### config.mk
export PLATFORM = sky130hd
export DESIGN_NAME = mem_arbiter_flat
export DESIGN_NICKNAME = d
export VERILOG_FILES = /design/src/rtl/mem_arb_pkg.sv /design/src/rtl/mem_arbiter_if.sv /design/src/rtl/rr_arbiter.sv /design/src/rtl/mem_arbiter.sv /design/src/flat_wrapper.sv
export SDC_FILE = /design/constraint.sdc
export NUM_CORES = 1
export LEC_CHECK = 0
export ABC_AREA = 1
export CAP_MARGIN = 20
export CORE_ASPECT_RATIO = 1.1
export CORE_MARGIN = 8
export CORE_UTILIZATION = 32
export CTS_CLUSTER_SIZE = 8
export DETAILED_ROUTE_END_ITERATION = 8
export GPL_TIMING_DRIVEN = 0
export MAX_ROUTING_LAYER = met4
export PLACE_DENSITY_LB_ADDON = 0.1
export SLEW_MARGIN = 40
export SYNTH_ARGS = -nofsm -noshare
export SYNTH_HDL_FRONTEND = slang
export SYNTH_SLANG_ARGS = --single-unit
### constraint.sdc
create_clock -name sys_clk -period 5.6 [get_ports sys_clk]
set_input_delay 0.56 -clock sys_clk [delete_from_list [all_inputs] [get_ports sys_clk]]
set_output_delay 0.56 -clock sys_clk [all_outputs]
set_load 0.01 [all_outputs]
### src/rtl/mem_arb_pkg.sv
// Shared types and helpers for the N-master memory arbiter.
package mem_arb_pkg;

  typedef enum logic [1:0] {
    IDLE = 2'd0,
    REQ  = 2'd1,
    WAIT = 2'd2,
    RESP = 2'd3
  } arb_state_e;

  localparam int ARB_FIXED = 0;
  localparam int ARB_RR    = 1;

  // Index width for n entries; never below one bit so single-master builds still have a port.
  function automatic int idx_width(input int n);
    if (n > 1) begin
      return $clog2(n);
    end else begin
      return 1;
    end
  endfunction

endpackage

### src/rtl/mem_arbiter_if.sv
// Request/response bundle between the core masters, the arbiter and the downstream memory port.
interface mem_arbiter_if #(
  parameter int N_MST  = 2,
  parameter int ADDR_W = 32,
  parameter int DATA_W = 32
);
  logic [N_MST-1:0]            req_valid;
  logic [N_MST-1:0]            req_ready;
  logic [N_MST-1:0]            req_wen;
  logic [N_MST*ADDR_W-1:0]     req_addr;
  logic [N_MST*DATA_W-1:0]     req_wdata;
  logic [N_MST*DATA_W/8-1:0]   req_wmask;
  logic [N_MST-1:0]            rsp_valid;
  logic [DATA_W-1:0]           rsp_rdata;
  logic [N_MST-1:0]            rsp_ready;
  logic                        mem_req_valid;
  logic                        mem_req_ready;
  logic                        mem_wen;
  logic [ADDR_W-1:0]           mem_addr;
  logic [DATA_W-1:0]           mem_wdata;
  logic [DATA_W/8-1:0]         mem_wmask;
  logic                        mem_rsp_valid;
  logic [DATA_W-1:0]           mem_rsp_rdata;
  logic                        mem_rsp_ready;

  // Environment side: requesting masters plus the downstream memory model.
  modport master (
    output req_valid, req_wen, req_addr, req_wdata, req_wmask, rsp_ready,
    output mem_req_ready, mem_rsp_valid, mem_rsp_rdata,
    input  req_ready, rsp_valid, rsp_rdata,
    input  mem_req_valid, mem_wen, mem_addr, mem_wdata, mem_wmask, mem_rsp_ready
  );

  // Arbiter side.
  modport slave (
    input  req_valid, req_wen, req_addr, req_wdata, req_wmask, rsp_ready,
    input  mem_req_ready, mem_rsp_valid, mem_rsp_rdata,
    output req_ready, rsp_valid, rsp_rdata,
    output mem_req_valid, mem_wen, mem_addr, mem_wdata, mem_wmask, mem_rsp_ready
  );
endinterface

### src/rtl/rr_arbiter.sv
// Combinational pick of one requester: scan starts at ptr in round-robin mode, at 0 in fixed mode.
module rr_arbiter
  import mem_arb_pkg::*;
#(
  parameter int N     = 2,
  parameter int IDX_W = idx_width(N)
) (
  input  logic [N-1:0]     req,
  input  logic [IDX_W-1:0] ptr,
  input  logic             mode,
  output logic [N-1:0]     grant,
  output logic [IDX_W-1:0] idx,
  output logic             any
);

  logic [IDX_W-1:0] base_s;
  logic [IDX_W:0]   sum_s;
  logic [IDX_W-1:0] cand_s;
  logic             hit_s;

  // First requester at or after the scan base, modulo N.
  always_comb begin
    grant  = '0;
    idx    = '0;
    any    = 1'b0;
    sum_s  = '0;
    cand_s = '0;
    hit_s  = 1'b0;
    base_s = mode ? ptr : '0;
    for (int k = 0; k < N; k++) begin
      sum_s  = {1'b0, base_s} + (IDX_W+1)'(k);
      cand_s = (sum_s >= (IDX_W+1)'(N)) ? IDX_W'(sum_s - (IDX_W+1)'(N)) : sum_s[IDX_W-1:0];
      hit_s  = ~any & req[cand_s];
      grant[cand_s] = grant[cand_s] | hit_s;
      idx    = hit_s ? cand_s : idx;
      any    = any | hit_s;
    end
  end

endmodule

### src/rtl/mem_arbiter.sv
// N-master to single memory port arbiter with one outstanding ready/valid transaction.
module mem_arbiter
  import mem_arb_pkg::*;
#(
  parameter int N_MST   = 2,
  parameter int ADDR_W  = 32,
  parameter int DATA_W  = 32,
  parameter int RR_MODE = ARB_RR
) (
  input  logic         sys_clk,
  input  logic         sys_rst,
  mem_arbiter_if.slave bus
);

  localparam int IDX_W  = idx_width(N_MST);
  localparam int MASK_W = DATA_W / 8;

  arb_state_e         state_r;
  arb_state_e         state_nx_s;
  logic [IDX_W-1:0]   ptr_r;
  logic [IDX_W-1:0]   grant_r;
  logic               wen_r;
  logic [ADDR_W-1:0]  addr_r;
  logic [DATA_W-1:0]  wdata_r;
  logic [MASK_W-1:0]  wmask_r;
  logic [DATA_W-1:0]  rdata_r;

  logic [N_MST-1:0]   arb_grant_s;
  logic [IDX_W-1:0]   arb_idx_s;
  logic               arb_any_s;
  logic               arb_mode_s;
  logic [N_MST-1:0]   grant_oh_s;
  logic [IDX_W-1:0]   ptr_nx_s;

  assign arb_mode_s = (RR_MODE == ARB_RR) ? 1'b1 : 1'b0;
  assign ptr_nx_s   = (arb_idx_s == IDX_W'(N_MST - 1)) ? '0 : arb_idx_s + IDX_W'(1);

  rr_arbiter #(
    .N     (N_MST),
    .IDX_W (IDX_W)
  ) u_rr_arbiter (
    .req   (bus.req_valid),
    .ptr   (ptr_r),
    .mode  (arb_mode_s),
    .grant (arb_grant_s),
    .idx   (arb_idx_s),
    .any   (arb_any_s)
  );

  // One-hot decode of the latched grant for the response valid vector.
  always_comb begin
    grant_oh_s = '0;
    for (int i = 0; i < N_MST; i++) begin
      grant_oh_s[i] = (grant_r == IDX_W'(i));
    end
  end

  // FSM state register.
  always_ff @(posedge sys_clk or posedge sys_rst) begin
    if (sys_rst) begin
      state_r <= IDLE;
    end else begin
      state_r <= state_nx_s;
    end
  end

  // Next state and state-decoded handshake outputs; req_ready is forced low while reset is held.
  always_comb begin
    state_nx_s        = state_r;
    bus.req_ready     = '0;
    bus.mem_req_valid = 1'b0;
    bus.mem_rsp_ready = 1'b0;
    bus.rsp_valid     = '0;
    case (state_r)
      IDLE: begin
        bus.req_ready = sys_rst ? '0 : arb_grant_s;
        state_nx_s    = arb_any_s ? REQ : IDLE;
      end
      REQ: begin
        bus.mem_req_valid = 1'b1;
        state_nx_s        = bus.mem_req_ready ? WAIT : REQ;
      end
      WAIT: begin
        bus.mem_rsp_ready = 1'b1;
        state_nx_s        = bus.mem_rsp_valid ? RESP : WAIT;
      end
      RESP: begin
        bus.rsp_valid = grant_oh_s;
        state_nx_s    = bus.rsp_ready[grant_r] ? IDLE : RESP;
      end
      default: begin
        state_nx_s = IDLE;
      end
    endcase
  end

  // Request latch on grant, priority pointer update, read data capture in WAIT.
  always_ff @(posedge sys_clk or posedge sys_rst) begin
    if (sys_rst) begin
      ptr_r   <= '0;
      grant_r <= '0;
      wen_r   <= 1'b0;
      addr_r  <= '0;
      wdata_r <= '0;
      wmask_r <= '0;
      rdata_r <= '0;
    end else begin
      if ((state_r == IDLE) && arb_any_s) begin
        grant_r <= arb_idx_s;
        wen_r   <= bus.req_wen[arb_idx_s];
        addr_r  <= bus.req_addr[int'(arb_idx_s)*ADDR_W +: ADDR_W];
        wdata_r <= bus.req_wdata[int'(arb_idx_s)*DATA_W +: DATA_W];
        wmask_r <= bus.req_wmask[int'(arb_idx_s)*MASK_W +: MASK_W];
        ptr_r   <= arb_mode_s ? ptr_nx_s : '0;
      end
      if ((state_r == WAIT) && bus.mem_rsp_valid) begin
        rdata_r <= wen_r ? '0 : bus.mem_rsp_rdata;
      end
    end
  end

  assign bus.mem_wen   = wen_r;
  assign bus.mem_addr  = addr_r;
  assign bus.mem_wdata = wdata_r;
  assign bus.mem_wmask = wmask_r;
  assign bus.rsp_rdata = rdata_r;

endmodule

### src/flat_wrapper.sv
// flat-port wrapper written by rule: the top's interface ports become plain ports
module mem_arbiter_flat import mem_arb_pkg::*;
#(
  parameter int N_MST   = 2,
  parameter int ADDR_W  = 32,
  parameter int DATA_W  = 32,
  parameter int RR_MODE = ARB_RR
)
  (sys_clk, sys_rst, bus_req_valid, bus_req_wen, bus_req_addr, bus_req_wdata, bus_req_wmask, bus_rsp_ready, bus_mem_req_ready, bus_mem_rsp_valid, bus_mem_rsp_rdata, bus_req_ready, bus_rsp_valid, bus_rsp_rdata, bus_mem_req_valid, bus_mem_wen, bus_mem_addr, bus_mem_wdata, bus_mem_wmask, bus_mem_rsp_ready);
  mem_arbiter_if #(.N_MST(N_MST), .ADDR_W(ADDR_W), .DATA_W(DATA_W)) bus_i ();
  input  logic sys_clk;
  input  logic sys_rst;
  input wire logic [$bits(bus_i.req_valid)-1:0] bus_req_valid;
  input wire logic [$bits(bus_i.req_wen)-1:0] bus_req_wen;
  input wire logic [$bits(bus_i.req_addr)-1:0] bus_req_addr;
  input wire logic [$bits(bus_i.req_wdata)-1:0] bus_req_wdata;
  input wire logic [$bits(bus_i.req_wmask)-1:0] bus_req_wmask;
  input wire logic [$bits(bus_i.rsp_ready)-1:0] bus_rsp_ready;
  input wire logic [$bits(bus_i.mem_req_ready)-1:0] bus_mem_req_ready;
  input wire logic [$bits(bus_i.mem_rsp_valid)-1:0] bus_mem_rsp_valid;
  input wire logic [$bits(bus_i.mem_rsp_rdata)-1:0] bus_mem_rsp_rdata;
  output wire logic [$bits(bus_i.req_ready)-1:0] bus_req_ready;
  output wire logic [$bits(bus_i.rsp_valid)-1:0] bus_rsp_valid;
  output wire logic [$bits(bus_i.rsp_rdata)-1:0] bus_rsp_rdata;
  output wire logic [$bits(bus_i.mem_req_valid)-1:0] bus_mem_req_valid;
  output wire logic [$bits(bus_i.mem_wen)-1:0] bus_mem_wen;
  output wire logic [$bits(bus_i.mem_addr)-1:0] bus_mem_addr;
  output wire logic [$bits(bus_i.mem_wdata)-1:0] bus_mem_wdata;
  output wire logic [$bits(bus_i.mem_wmask)-1:0] bus_mem_wmask;
  output wire logic [$bits(bus_i.mem_rsp_ready)-1:0] bus_mem_rsp_ready;
  assign bus_i.req_valid = bus_req_valid;
  assign bus_i.req_wen = bus_req_wen;
  assign bus_i.req_addr = bus_req_addr;
  assign bus_i.req_wdata = bus_req_wdata;
  assign bus_i.req_wmask = bus_req_wmask;
  assign bus_i.rsp_ready = bus_rsp_ready;
  assign bus_i.mem_req_ready = bus_mem_req_ready;
  assign bus_i.mem_rsp_valid = bus_mem_rsp_valid;
  assign bus_i.mem_rsp_rdata = bus_mem_rsp_rdata;
  assign bus_req_ready = bus_i.req_ready;
  assign bus_rsp_valid = bus_i.rsp_valid;
  assign bus_rsp_rdata = bus_i.rsp_rdata;
  assign bus_mem_req_valid = bus_i.mem_req_valid;
  assign bus_mem_wen = bus_i.mem_wen;
  assign bus_mem_addr = bus_i.mem_addr;
  assign bus_mem_wdata = bus_i.mem_wdata;
  assign bus_mem_wmask = bus_i.mem_wmask;
  assign bus_mem_rsp_ready = bus_i.mem_rsp_ready;
  mem_arbiter #(.N_MST(N_MST), .ADDR_W(ADDR_W), .DATA_W(DATA_W), .RR_MODE(RR_MODE)) u_core (.sys_clk(sys_clk), .sys_rst(sys_rst), .bus(bus_i));
endmodule
# [Yosys cells after proc, flatten, opt, wreduce, memory -nomap -nowiden]
# Cells that the tools add are included.
[op_classes] reduce_logical=5 n_lt_le_gt_ge=8 shift=3 n_eq_ne=3 add_sub_neg=4 mux=32 bitwise=7
[ops] cell="64-bit by 7-bit indexed part select with 32-bit output" count=2
[ops] cell="32-bit 2-to-1 mux" count=1
[ops] cell="1-bit 2-to-1 mux" count=22
[ops] cell="2-bit 2-to-1 mux" count=5
[ops] cell="1-bit by 2-bit less-than comparator with 1-bit output (second input constant)" count=4
[ops] cell="2-bit one-hot mux with 4 select lines" count=1
[ops] cell="8-bit by 4-bit indexed part select with 4-bit output" count=1
[ops] cell="2-bit equality test (second input constant)" count=2
[ops] cell="1-bit logical AND" count=4
[ops] cell="1-bit bitwise OR" count=3
[ops] cell="1-bit by 1-bit adder with 2-bit output (second input constant)" count=1
[ops] cell="2-bit AND" count=1
[ops] cell="2-bit bitwise mux" count=1
[ops] cell="1-bit demux with 1-bit select" count=2
[ops] cell="2-bit by 1-bit equality test with 1-bit output (second input constant)" count=1
[ops] cell="1-bit >= comparator (second input constant)" count=2
[ops] cell="1-bit by 2-bit >= comparator with 1-bit output (second input constant)" count=1
[ops] cell="2-bit >= comparator (second input constant)" count=1
[ops] cell="2-bit logical NOT" count=1
[ops] cell="1-bit inverter" count=2
[ops] cell="1-bit subtractor (second input constant)" count=2
[ops] cell="1-bit adder (second input constant)" count=1
[ops] cell="1-bit AND" count=1
[word_totals] elab_cells=70 register_bits=105 input_bits=178 out_inout_bits=107

# [Depth between registers and ports, before layout]
# Gate-level depths: netlist of run 1.
[logic_depth] word_depth=13 depth_mapped=6

# [Modules after synthesis]
# Synthesis of run 1 repeated with hierarchy kept, for this count alone.
[hier_totals] hier_cells=695 hier_area_um2=5026.1
[modules_own_cells] module="mem_arbiter" seq_area_each_um2=2627.5 area_each_um2=4993.5 n_inst=1 cells_each=688
[modules_own_cells] module="rr_arbiter" seq_area_each_um2=0.0 area_each_um2=32.5 n_inst=1 cells_each=7

# [Least setup slack after synthesis of run 1]
# Ideal clock, no wire load.
[synth_timing] path_type="input -> output" start="in bus_req_valid[1]" end="out bus_req_ready[0]" path_slack_ps=3665 arrival_ps=1375 cell_stages=5 cell_sequence="buf_2 > nand2_2 > buf_2 > nand2_1 > nor3_1"
[synth_via] elab_chain_len=10
[synth_rtl] element="start, declared" line_no="flat_wrapper.sv:13" source="input wire logic [$bits(bus_i.req_valid)-1:0] bus_req_valid;"
[synth_rtl] element="1-bit 2-to-1 mux (implied by the code) (2 in series)" line_no="rr_arbiter.sv:33" source="hit_s = ~any & req[cand_s];"
[synth_rtl] element="1-bit bitwise OR" line_no="rr_arbiter.sv:34" source="grant[cand_s] = grant[cand_s] | hit_s;"
[synth_rtl] element="2-bit AND (no line)"
[synth_rtl] element="1-bit 2-to-1 mux (implied by the code) (2 in series)" line_no="rr_arbiter.sv:34"
[synth_rtl] element="1-bit bitwise OR" line_no="rr_arbiter.sv:34"
[synth_rtl] element="2-bit bitwise mux (*)" line_no="rr_arbiter.sv:34"
[synth_rtl] element="2-bit 2-to-1 mux (*)" line_no="mem_arbiter.sv:76" source="bus.req_ready = sys_rst ? '0 : arb_grant_s;"
[synth_rtl] element="2-bit 2-to-1 mux (*)" line_no="mem_arbiter.sv:74" source="case (state_r)"
[synth_rtl] element="end, declared" line_no="flat_wrapper.sv:22" source="output wire logic [$bits(bus_i.req_ready)-1:0] bus_req_ready;"
# Mark *: on every way between the ends. The rest lies on a longest branch, timed or not. The select of a mux whose other input is x is not followed.

# [Worst setup path in the final report of run 1]
[layout_timing] start="reg u_core.state_r[1]" end="out bus_req_ready[1]"
[layout_via] elab_chain_len=2
[layout_rtl] element="start, declared" line_no="mem_arbiter.sv:18" source="arb_state_e state_r;"
[layout_rtl] element="start signal, assigned" line_no="mem_arbiter.sv:63" source="state_r <= state_nx_s;"
[layout_rtl] element="2-bit logical NOT" line_no="mem_arbiter.sv:74"
[layout_rtl] element="2-bit 2-to-1 mux" line_no="mem_arbiter.sv:74"
# Every way passes these cells.

==> results, run 1 <==
- The flow ran to the end, and the final reports show no timing, DRC or antenna violations.
- The mean instance size in the synthesized netlist is 8.75 um^2.
- The type of the worst min-delay path is reg2reg.
- The area of the mapped netlist is slightly above 5000 um^2.
- The floorplan core area is approximately 16,000 um^2.
- The routed wire length is between 20 and 25 mm.
- STA classifies the critical path startpoint as a flop.
- Dividing total power by cell area gives a power density of around 510 nW/um^2.
- The first global-routing pass estimated about 34 mm of wire.
- CTS placed an instance of sky130_fd_sc_hd__clkbuf_16 at the clock tree root.
- The clock latency on the worst-skew pair is 0.35 ns.
- The number of antenna violations at the first check in global routing is 1.
- The cell with the largest stage delay on the worst path is sky130_fd_sc_hd__clkdlybuf4s50_1.
- The count of final setup violators is 0.
- Setup repair after global routing left no endpoint under its margin.
- The post-route cell area is 8430 um^2.
- The detailed router finished its first iteration with 242 violations.
- The number of sinks handled by clock tree synthesis is roughly 110.
- The largest driver fanout on the critical path is 10.
- The total clock buffers created by CTS is 9.
- The share of synthesized area occupied by flip-flops and latches is a little over half.
- The layout has 1,484 filler cells.
- The cell count along the critical path is 6.
- The measured slew at the worst slew-check pin is 0.627 ns.
- The net count of the finished layout is 1,047.
- During I/O placement, the number of pins put on the boundary was 285.
- The die covers 20,000 um^2.
- The number of pins exceeding their max-slew limit in the final report is 0.
- The number of setup buffers added after CTS is 0.
- For the final database, setup skew stands at a little under 0.009 ns.
- The worst register-to-register path ends at u_core.bus.mem_wen.
- The number of hold buffers added after CTS was 0.
- The worst setup slack for register-to-register paths is 4.10 ns.
- For this run, design rule violations remaining after detail routing come to 0.
- The design draws 0.00427 W.
- The H-tree generated during clock tree synthesis spans 3 levels.
- The floorplan step set the die height to ~150 um.
- For this design the static power due to leakage is 3.63 nW.
- The tool flagged a number of max-cap violations equal to 0.
- For this run, the total global-route usage over all layers was measured as 22.4%.
- The post-DP HPWL is 17.3 mm.
- The detail-routed via count per cell is 5.30.
- The last weighted congestion value of the routability-driven placer is 0.869.
- From left edge to right edge, the die measures 136 um.
- The layout-stage area growth over the synthesis result is 67.4%.
- The via count of the first global-routing pass came to 6,078.
- The count of buffers from port buffering is 282.
- In this design, the stage delay of the slowest critical-path cell is between 0.5 and 0.6 ns.
- The required arrival time at the worst endpoint is 5.04 ns.
- After floorplanning, the core was divided into 48 placement rows.
- Headroom to the max-slew limit came out at 58.2%.
- Entering global routing, the biggest net connects 57 pins.
- The startpoint identified for the worst register-to-register timing path is u_core.ptr_r.
- In this run the cell area measured after placement is between 8000 and 9000 um^2.
- Walking the worst path, the cells encountered are nor2_2 -> o21ai_2 -> buf_6 -> buf_6 -> nor3_1 -> clkdlybuf4s50_1.
- The post-synthesis register bit count is 105.
- The critical path startpoint is u_core.state_r[1].
- Cells fill around 54% of the core in the end.
- The final cycle utilization of the critical path is between 40% and 50%.
- The count of nets left with antenna violations once routing finished came out at 0.
- The post-synthesis net count is 753.
- The highest clock rate is around 360 MHz.
- The post-route netlist has about 7.4% of its cells at a drive strength greater than 1.
- The register clock-pin slew on the reported worst setup and hold paths is around 0.070 ns.
- Excluding fillers, the count of instances in the completed layout stands at between 1,000 and 1,500.
- During synthesis, Yosys emitted a total of 0 warnings.
- The worst-case clock buffer depth is 2.
- The first detailed-routing pass ran for 5 iterations.
- For this configuration, the core starts out at a cell density of 32.4%.
- The overflow left after global routing is 0.
- Across the VDD grid, the largest voltage drop is between 0.2 and 0.25 mV.
- TritonCTS built the clock tree.
- After routing, the total negative slack on setup checks comes to 0 ns.
- Post-CTS repair changed the size of 0 cells.
- The critical path endpoint is bus_req_ready[1].
- Together, buffers and inverters on the worst path number 3.
- The critical path is of the reg2out type.
- The number of cells traversed by the worst register-to-register path is 5.
- For the worst setup path, the data arrival time is 2.20 ns.
- Counting every instance in the synthesized netlist gives ~580.
- The number of placed instances, taps included, is 1,058.
- The number of different library cells used by synthesis comes to 17.
- The count of endpoints failing hold in the final timing report is 0.
- The most frequent cell on the critical path is sky130_fd_sc_hd__buf_6.
- Among cell families on the critical path, the largest total delay comes from buffers and inverters.
- The worst path in the final design needs a cycle of 2.76 ns, including I/O delays and setup.
- The routed layout has 5,688 vias.
- After detailed routing, the average wire length per cell comes to 20.9 um.
- The critical path capture point type is an output pin.
## power breakdown
group	switching (W)	internal, W
combinational	0.00118	0.00112
sequential	0.000224	0.00113
clock	0.000289	0.000336
total	0.00169	0.00259
## final cells by class
cell class              instances  area, um^2  area share, %
repair buffers                283        2850           33.8
diodes                          1        2.50         0.0297
clock buffers                  13         270           3.21
clock inverters                 2        12.5          0.149
multi-input cells             398        1990           23.6
flip-flops and latches        105        2630           31.2
well taps                     200         250           2.97
inverters                       9        41.3          0.490
plain buffers                  63         383           4.54
## per-layer routing
| layer | wire (um) | up-vias | part of all wire [%] | global-route usage (%) |
|---|---|---|---|---|
| met2 | 10800 | 261 | 48 | 36.4 |
| met3 | 1760 | 38 | 7.9 | 6.21 |
| li1 | - | 2652 | - | - |
| met4 | 635 | 0 | 2.8 | 9.06 |
| met5 | 0 | - | 0 | - |
| met1 | 9180 | 2737 | 41 | 25.6 |
## through the flow
| step | hold WS [ns] | worst slack [ns] |
|---|---|---|
| after floorplan | 0.501 | 2.28 |
| after global placement | 0.467 | 0.437 |
| after detailed placement | 0.472 | 2.90 |
| after CTS | 0.490 | 2.79 |
| after global routing | 0.511 | 2.72 |
| final | 0.483 | 2.84 |
## how the worst min path moves through the flow
stage | depth (start not counted) | start | endpoint
finish | 2 | u_core.bus.rsp_rdata[1] | u_core.bus.rsp_rdata[1]
global route | 2 | u_core.bus.rsp_rdata[27] | u_core.bus.rsp_rdata[27]
CTS | 2 | u_core.bus.rsp_rdata[27] | u_core.bus.rsp_rdata[27]
detailed placement | 2 | u_core.bus.rsp_rdata[27] | u_core.bus.rsp_rdata[27]
global placement | 2 | u_core.bus.rsp_rdata[30] | u_core.bus.rsp_rdata[30]
floorplan | 2 | u_core.grant_r | u_core.grant_r
## synth_stat cells (all sizes together)
library cell,number,area [um^2]
nand2,145,547
nand4,139,870
dfrtp,105,2630
nand3,72,360
buf,53,345
o21ai,36,184
clkbuf,10,37.5
inv,9,33.8
nor2,4,17.5
nor3,2,10.0
## flip-flops by register name, indices dropped and copies added (netlist names)
signal / cells
u_core.bus.mem_addr: 32
u_core.bus.mem_wmask: 4
u_core.bus.mem_wen: 1
u_core.grant_r: 1
u_core.bus.rsp_rdata: 32
u_core.bus.mem_wdata: 32
u_core.ptr_r: 1
u_core.state_r: 2
## worst reg2reg max path, stage by stage (launching register included)
cell and delay, ns:
sky130_fd_sc_hd__dfrtp_1 0.41, sky130_fd_sc_hd__inv_1 0.06, sky130_fd_sc_hd__nand2_1 0.26, sky130_fd_sc_hd__buf_1 0.42
sky130_fd_sc_hd__nand4_1 0.18, sky130_fd_sc_hd__nand3_1 0.10
## cells in the final DEF (no fill, tap or decap), types with 9 or more instances in the layout
master	count
sky130_fd_sc_hd__clkdlybuf4s50_1	282
sky130_fd_sc_hd__nand2_1	144
sky130_fd_sc_hd__nand4_1	139
sky130_fd_sc_hd__dfrtp_1	105
sky130_fd_sc_hd__nand3_1	72
sky130_fd_sc_hd__o21ai_0	29
sky130_fd_sc_hd__buf_4	23
sky130_fd_sc_hd__buf_2	18
sky130_fd_sc_hd__clkbuf_1	11
sky130_fd_sc_hd__clkbuf_16	9
## cell families after synthesis
logic type / after synthesis / synth area share (%)
DFF: 105 / 52.2
buffers and inverters: 72 / 8.28
AOI/OAI and AO/OA: 36 / 3.65
and+or+nand+nor: 362 / 35.9
(Power assumes the default switching activity.)
==> run 2: changes to the inputs <==
Clock period 5.6 ns to 2.4 ns, I/O delays scaled along.
==> run 2 against run 1 <==
Via count is 0.46% higher. Cell count grew 0.47%. Sequential power increased by 130%. Clock skew fell by 0.0042 ns. Critical path depth unchanged. Sequential cell count is the same. Clock power increased to 2.8 times the previous value. Largest cell class unchanged.
==> results, run 2 (same netlist as run 1, synthesis figures left out) <==
- The count of final setup violators was 0 (unchanged).
- The static leakage power is 3.71 nW (+2.3%).
- The combinational power share was 52.5% (-1.3 points).
- The routed wire length is 22.4 mm (-0.22%).
- The DRC violations left was 0 (unchanged).
- The total of hold buffers inserted after clock tree synthesis came to 0 (unchanged).
- The number of setup buffers added after CTS is 0 (unchanged).
- The worst vdd rail ir drop is 0.653 mV (+220%).
- The measured slew at the worst slew-check pin is 0.678 ns (+0.0514 ns).
- The post-detailed-route wirelength per cell is 20.7 um (-0.68%).
- In the layout the commonest cells are sky130_fd_sc_hd__clkdlybuf4s50_1, sky130_fd_sc_hd__nand2_1, sky130_fd_sc_hd__nand4_1.
- The post-route core utilization was 55.1% (+0.95 points).
- The starting density of the core is 32.4% (unchanged).
- The cell with the largest stage delay on the worst path is sky130_fd_sc_hd__dfrtp_1.
- The overall power is 0.0103 W (+140%).
- The type of the worst min-delay path is in2async.
- The number of violations reported at the end of detailed-routing iteration 0 is 328 (+36%).
- The delay of the slowest cell on the worst path is 0.45 ns (-0.12 ns).
- The number of buffers and inverters on the critical path is 3 (unchanged).
- The worst setup path is of the reg2out kind.
- The required arrival time at the worst endpoint is 2.16 ns (-2.88 ns).
- The switching power of the nets came to 0.00394 W (+130%).
- The number of sinks handled by clock tree synthesis is 105 (unchanged).
- The via count of the first global-routing pass is 5,962 (-1.9%).
- The first-pass iteration count of the detailed router is 5 (unchanged).
- The worst setup slack for register-to-register paths was 0.98 ns (-3.12 ns).
- The overflow left after global routing is 0 (unchanged).
- The final critical delay including setup and external delays is 2.09 ns.
- Setup repair after global routing left no endpoint under its margin.
- The arrival time at the worst endpoint is 1.85 ns (-0.35 ns).
- The flow ran to the end, and the final reports show no timing, DRC or antenna violations.
- The post-DP HPWL is 17.7 mm (+2.0%).
- The register share of total power is 30.7% (-0.9 points).
- The library cell used most frequently in the layout, excluding fill and tap cells, is sky130_fd_sc_hd__clkdlybuf4s50_1.
- The worst-case clock buffer depth is 2 (unchanged).
- The switching share of power is 38.4% (-1.1 points).
- The die extent in x came to 136 um (unchanged).
- The count of endpoints failing hold in the final timing report is 0 (unchanged).
- The largest driver fanout on the critical path is 10 (unchanged).
- The boundary pin count is 285 (unchanged).
- The total routing resource utilization after global routing is 22.3% (-0.094 points).
- The critical path goes through nor2_4 -> o21ai_2 -> buf_6 -> buf_6 -> nor3_1 -> dlygate4sd2_1.
- The clock root buffer master is sky130_fd_sc_hd__clkbuf_16.
- In the finished design, the share of the clock period the worst path needs comes to 87.2%.
- The wire length of the first global-routing pass is 33.6 mm (-1.1%).
- The area of the die is 20,000 um^2 (unchanged).
- The register clock-pin slew on the reported worst setup and hold paths is 0.07 ns (about the same).
- The highest clock rate is 478 MHz.
- The post-placement cell area is 8220 um^2 (+0.97%).
- The count of fill cells added during filler insertion is 1,453 (-2.1%).
- The cell internal power dissipation is 0.00632 W (+140%).
- On the critical path the largest part of the delay comes from buffers and inverters.
- The number of nets in the finished design is 1,051 (+0.38%).
- The proportion of layout cells with a drive suffix above 1 is 7.97% (+0.53 points).
- TritonCTS built the clock tree.
- The critical path capture point type is an output pin.
- The chip height is 148 um (unchanged).
- The headroom to the max-slew limit is 54.8% (-3.4 points).
- The worst clock skew is 0.00448 ns (-0.00419 ns).
- The maximum level of the CTS H-tree is 3 (unchanged).
- The floorplan core area is 15,600 um^2 (unchanged).
- STA classifies the critical path startpoint as a flop.
- The total clock buffers created by CTS is 9 (unchanged).
- The post-route cell area came to 8570 um^2 (+1.8%).
- The max-cap check violation count is 0 (unchanged).
- The last weighted congestion value of the routability-driven placer came to 0.834 (-4.0%).
- Relative to the synthesized area, the layout overhead comes to 70.4%.
- The number of antenna violations at the first check in global routing was 1 (unchanged).
- The number of pins exceeding their max-slew limit in the final report is 0 (unchanged).
- The detail-routed via count per cell was 5.30 (about the same).
- The site row count is 48 (unchanged).
- The clock latency on the worst-skew pair came to 0.35 ns (about the same).
- The largest net degree at the start of global routing is 24 (-58%).
- The via count of the routed design came to 5,714 (+0.46%).
- By instance count, the cell type seen most on the critical path is sky130_fd_sc_hd__buf_6.
- The power per standard cell area is 1200 nW/um^2 (+140%).
- The count of buffers from port buffering is 282 (unchanged).
- The clock network fraction of total power came to 16.8% (+2.2 points).
- The number of routed nets with antenna violations is 0 (unchanged).
run 2: cell types whose count changed in the layout (fill, tap and decap cells not counted), sizes merged:
| cell | delta |
|---|---|
| dlygate4sd2 | +1 |
| clkdlybuf4s50 | -2 |
| inv | -1 |
| clkbuf | -2 |
| dlymetal6s2s | +1 |
| clkinvlp | +1 |
| buf | +4 |
| bufinv | +3 |
run 2: repair_timing:
item | in CTS | in global routing
pin swaps | 0 | 1
endpoints found under the setup margin | 2 | 1
cloned | 0 | 0
gates resized for setup | 2 | 1
run 2: power by group through the flow:
stage               registers (W)  clock network (W)  logic, W
floorplan                 0.00348                  0   0.00214
global placement          0.00312                  0   0.00531
detailed placement        0.00315                  0   0.00542
CTS                       0.00314            0.00174   0.00544
global route              0.00324            0.00181   0.00585
finish                    0.00315            0.00172   0.00538
run 2: metrics by stage:
stage          TNS (ns)  hold WS [ns]  instances  worst slack [ns]
2_1_floorplan         0         0.374        575             0.900
3_3_place_gp     -28.23         0.467       1057            -0.276
3_5_place_dp          0         0.473       1062             0.315
4_1_cts               0         0.242       1078           0.00462
5_1_grt               0         0.290       1079             0.262
6_report              0         0.253       1079             0.308
run 2: path summary, 6_finish.rpt:
kind | from | to | cells past startpoint
worst max-delay path | u_core.state_r[1] | bus_req_ready[1] | 6
worst min-delay path | sys_rst | u_core.bus.mem_addr[4] | 2
worst max register to register | u_core.ptr_r | u_core.bus.mem_wdata[19] | 5
worst min register to register | u_core.bus.rsp_rdata[24] | u_core.bus.rsp_rdata[24] | 2
max in group asynchronous | sys_rst | u_core.bus.rsp_rdata[7] | 5
min in group sys_clk | bus_req_valid[0] | u_core.ptr_r | 5
run 2: cell type report:
| type | instances | area, um^2 | share of cell area [%] |
|---|---|---|---|
| timing repair buffer | 287 | 2930 | 34.2 |
| sequential | 105 | 2630 | 30.6 |
| multi-input combinational | 398 | 1990 | 23.2 |
| buffer | 63 | 383 | 4.47 |
| tap | 200 | 250 | 2.92 |
| clock buffer | 11 | 243 | 2.83 |
| clock inverter | 5 | 103 | 1.20 |
| inverter | 9 | 37.5 | 0.438 |
| antenna | 1 | 2.50 | 0.0292 |
run 2: layer usage:
metal,up-vias,share of wire (%),track usage [%]
li1,2668,-,-
met1,2746,41,25.6
met2,263,48,36.2
met3,37,7.7,6.11
met4,0,3.0,9.12
met5,-,0,-
==> run 3: changes to the inputs <==
Settings changed: ABC_CLOCK_PERIOD_IN_PS set to 2400, SLEW_MARGIN 40 to 20.
==> run 3 against run 2 <==
Critical path depth unchanged. Register-to-register slack worse by 0.03 ns. Non-clock buffer count down 2. Total power is 2.7% lower. Combinational power about the same.
==> results, run 3 (same netlist as run 1, synthesis figures left out) <==
- The overflow left after global routing is 0 (unchanged).
- Setup repair after global routing left no endpoint under its margin.
- The library cells used most frequently in the layout, excluding fill and tap cells, are sky130_fd_sc_hd__clkdlybuf4s50_1, sky130_fd_sc_hd__nand2_1, sky130_fd_sc_hd__nand4_1.
- The boundary pin count is 285 (unchanged).
- The largest net degree at the start of global routing is 32 (+33%).
- The most frequent standard cell in the layout excluding fill and tap cells is sky130_fd_sc_hd__clkdlybuf4s50_1.
- The detail-routed via count per cell is 5.38 (+1.6%).
- The number of sinks handled by clock tree synthesis is 105 (unchanged).
- The count of endpoints failing hold in the final timing report is 0 (unchanged).
- The count of final setup violators is 0 (unchanged).
- The highest clock rate was 496 MHz (+3.8%).
- The worst clock skew is 0.00629 ns (+0.00181 ns).
- The delay of the slowest cell on the worst path is 0.45 ns (about the same).
- Broken down by cell family, the worst path's largest delay share belongs to buffers and inverters.
- The measured slew at the worst slew-check pin is 0.675 ns (-0.00341 ns).
- The number of antenna violations at the first check in global routing is 0 (-1).
- The chip height is 148 um (unchanged).
- The number of nets in the finished design is 1,049 (-0.19%).
- The type of the worst min-delay path is in2async.
- The static leakage power is 3.68 nW (-0.76%).
- The area used by sequential logic in the layout was 2630 um^2 (unchanged).
- The starting density of the core is 32.4% (unchanged).
- The proportion of layout cells with a drive suffix above 1 is 7.67% (-0.31 points).
- STA classifies the critical path startpoint as a flop.
- The register clock-pin slew on the reported worst setup and hold paths is 0.07 ns (about the same).
- The CTS tree is built.
- The run finished with clean final reports.
- The total routing resource utilization after global routing was 22.4% (+0.032 points).
- The count of buffers from port buffering came to 282 (unchanged).
- The number of inserted diodes is 0 (-1).
- The number of routed nets with antenna violations is 0 (unchanged).
- The final critical delay including setup and external delays is 2.02 ns (-0.0761 ns).
- The worst-case clock buffer depth was 2 (unchanged).
- The die extent in x came to 136 um (unchanged).
- The floorplan core area is 15,600 um^2 (unchanged).
- STA classifies the critical path endpoint as an output pin.
- The most frequent cell on the critical path is sky130_fd_sc_hd__buf_6.
- The first-pass iteration count of the detailed router is 4 (-1).
- The via count of the routed design is 5,779 (+1.1%).
- The worst vdd rail ir drop is 0.474 mV (-27%).
- The post-DP HPWL came to 17.5 mm (-1.2%).
- The number of violations reported at the end of detailed-routing iteration 0 came to 416 (+27%).
- The final cycle utilization of the critical path is 84.0% (-3.2 points).
- The wire length of the first global-routing pass is 33.9 mm (+0.90%).
- The area growth from synthesis to layout is 68.3%.
- The power per standard cell area came to 1180 nW/um^2 (-1.5%).
- The via count of the first global-routing pass is 6,001 (+0.65%).
- The number of buffers and inverters on the critical path is 3 (unchanged).
- The final-layout worst hold slack is 0.387 ns (+0.134 ns).
- The setup path with the least slack is of type reg2out.
- The number of pins exceeding their max-slew limit in the final report is 0 (unchanged).
- The headroom to the max-slew limit is 55.0% (+0.23 points).
- The count of fill cells added during filler insertion is 1,442 (-0.76%).
- Clock tree synthesis selected as its root buffer the cell sky130_fd_sc_hd__clkbuf_16.
- The total clock buffers created by CTS is 9 (unchanged).
- The arrival time at the worst endpoint is 1.78 ns (-0.07 ns).
- Walking the worst path, the cells encountered are nor2_4 -> o21ai_2 -> buf_6 -> buf_6 -> nor3_1 -> dlymetal6s2s_1.
- The DRC violations left is 0 (unchanged).
- The post-detailed-route wirelength per cell was 20.8 um (+0.15%).
- The cell with the largest stage delay on the worst path is sky130_fd_sc_hd__dfrtp_1.
- The area of the die was 20,000 um^2 (unchanged).
- The routed wire length is 22.3 mm (-0.32%).
- The overall power came to 0.00998 W (-2.7%).
- The max-cap check violation count came to 0 (unchanged).
- The sum of negative setup slack is 0 ns (unchanged).
- The largest driver fanout on the critical path came to 10 (unchanged).
- The clock latency on the worst-skew pair is 0.35 ns (about the same).
- The site row count is 48 (unchanged).
- The required arrival time at the worst endpoint is 2.16 ns (about the same).
- The last weighted congestion value of the routability-driven placer is 0.834 (unchanged).
- The combined area of the multi-input logic cells is 1990 um^2 (unchanged).
- The maximum level of the CTS H-tree is 3 (unchanged).
==> run 3: what timing repair did <==
action,4_1_cts,5_1_grt
endpoints found under the setup margin,2,2
resized for setup,1,2
hold buffers,0,0
buffers inserted,0,0
==> run 3: path summary, 6_finish.rpt <==
check	start	endpoint	slack (ns)	cells after the start
setup / recovery	u_core.state_r[1]	bus_req_ready[1]	0.38	6
hold / removal	sys_rst	u_core.bus.mem_wdata[29]	0.39	2
setup reg to reg	u_core.ptr_r	u_core.bus.mem_wdata[23]	0.95	5
hold reg to reg	u_core.bus.rsp_rdata[24]	u_core.bus.rsp_rdata[24]	0.48	2
max in group asynchronous	sys_rst	u_core.bus.mem_addr[22]	1.25	4
min in group sys_clk	bus_req_valid[0]	u_core.ptr_r	0.39	5
==> run 3: per-stage QoR <==
| stage | worst slack [ns] | util, % | instances | cell area (um^2) |
|---|---|---|---|---|
| 2_1_floorplan | 0.900 | - | 575 | 5040 |
| 3_3_place_gp | -0.276 | 52.1 | 1057 | 8110 |
| 3_5_place_dp | 0.322 | 52.6 | 1060 | 8180 |
| 4_1_cts | 0.0139 | 54.4 | 1074 | 8470 |
| 5_1_grt | 0.351 | 54.5 | 1074 | 8470 |
| 6_report | 0.384 | 54.5 | 1074 | 8470 |
==> run 3: per-layer routing <==
layer | routed length (um) | up-vias | global-route usage [%]
met2 | 10600 | 295 | 35.3
li1 | - | 2652 | -
met5 | 0 | - | -
met4 | 803 | 0 | 10.1
met1 | 9010 | 2792 | 26.0
met3 | 1860 | 40 | 6.25
==> run 3: area by class of cell <==
class | count | area share, %
clock buffers | 10 | 2.82
multi-input cells | 398 | 23.5
clock inverters | 4 | 0.532
plain buffers | 63 | 4.52
well taps | 200 | 2.95
flip-flops and latches | 105 | 31.0
repair buffers | 285 | 34.2
inverters | 9 | 0.443
==> run 3: where the power goes <==
group,internal [W],total (W),switching (W)
Sequential,0.00263,0.00315,0.000516
Clock,0.000821,0.00147,0.000647
Combinational,0.00263,0.00537,0.00274
Total,0.00608,0.00998,0.00390
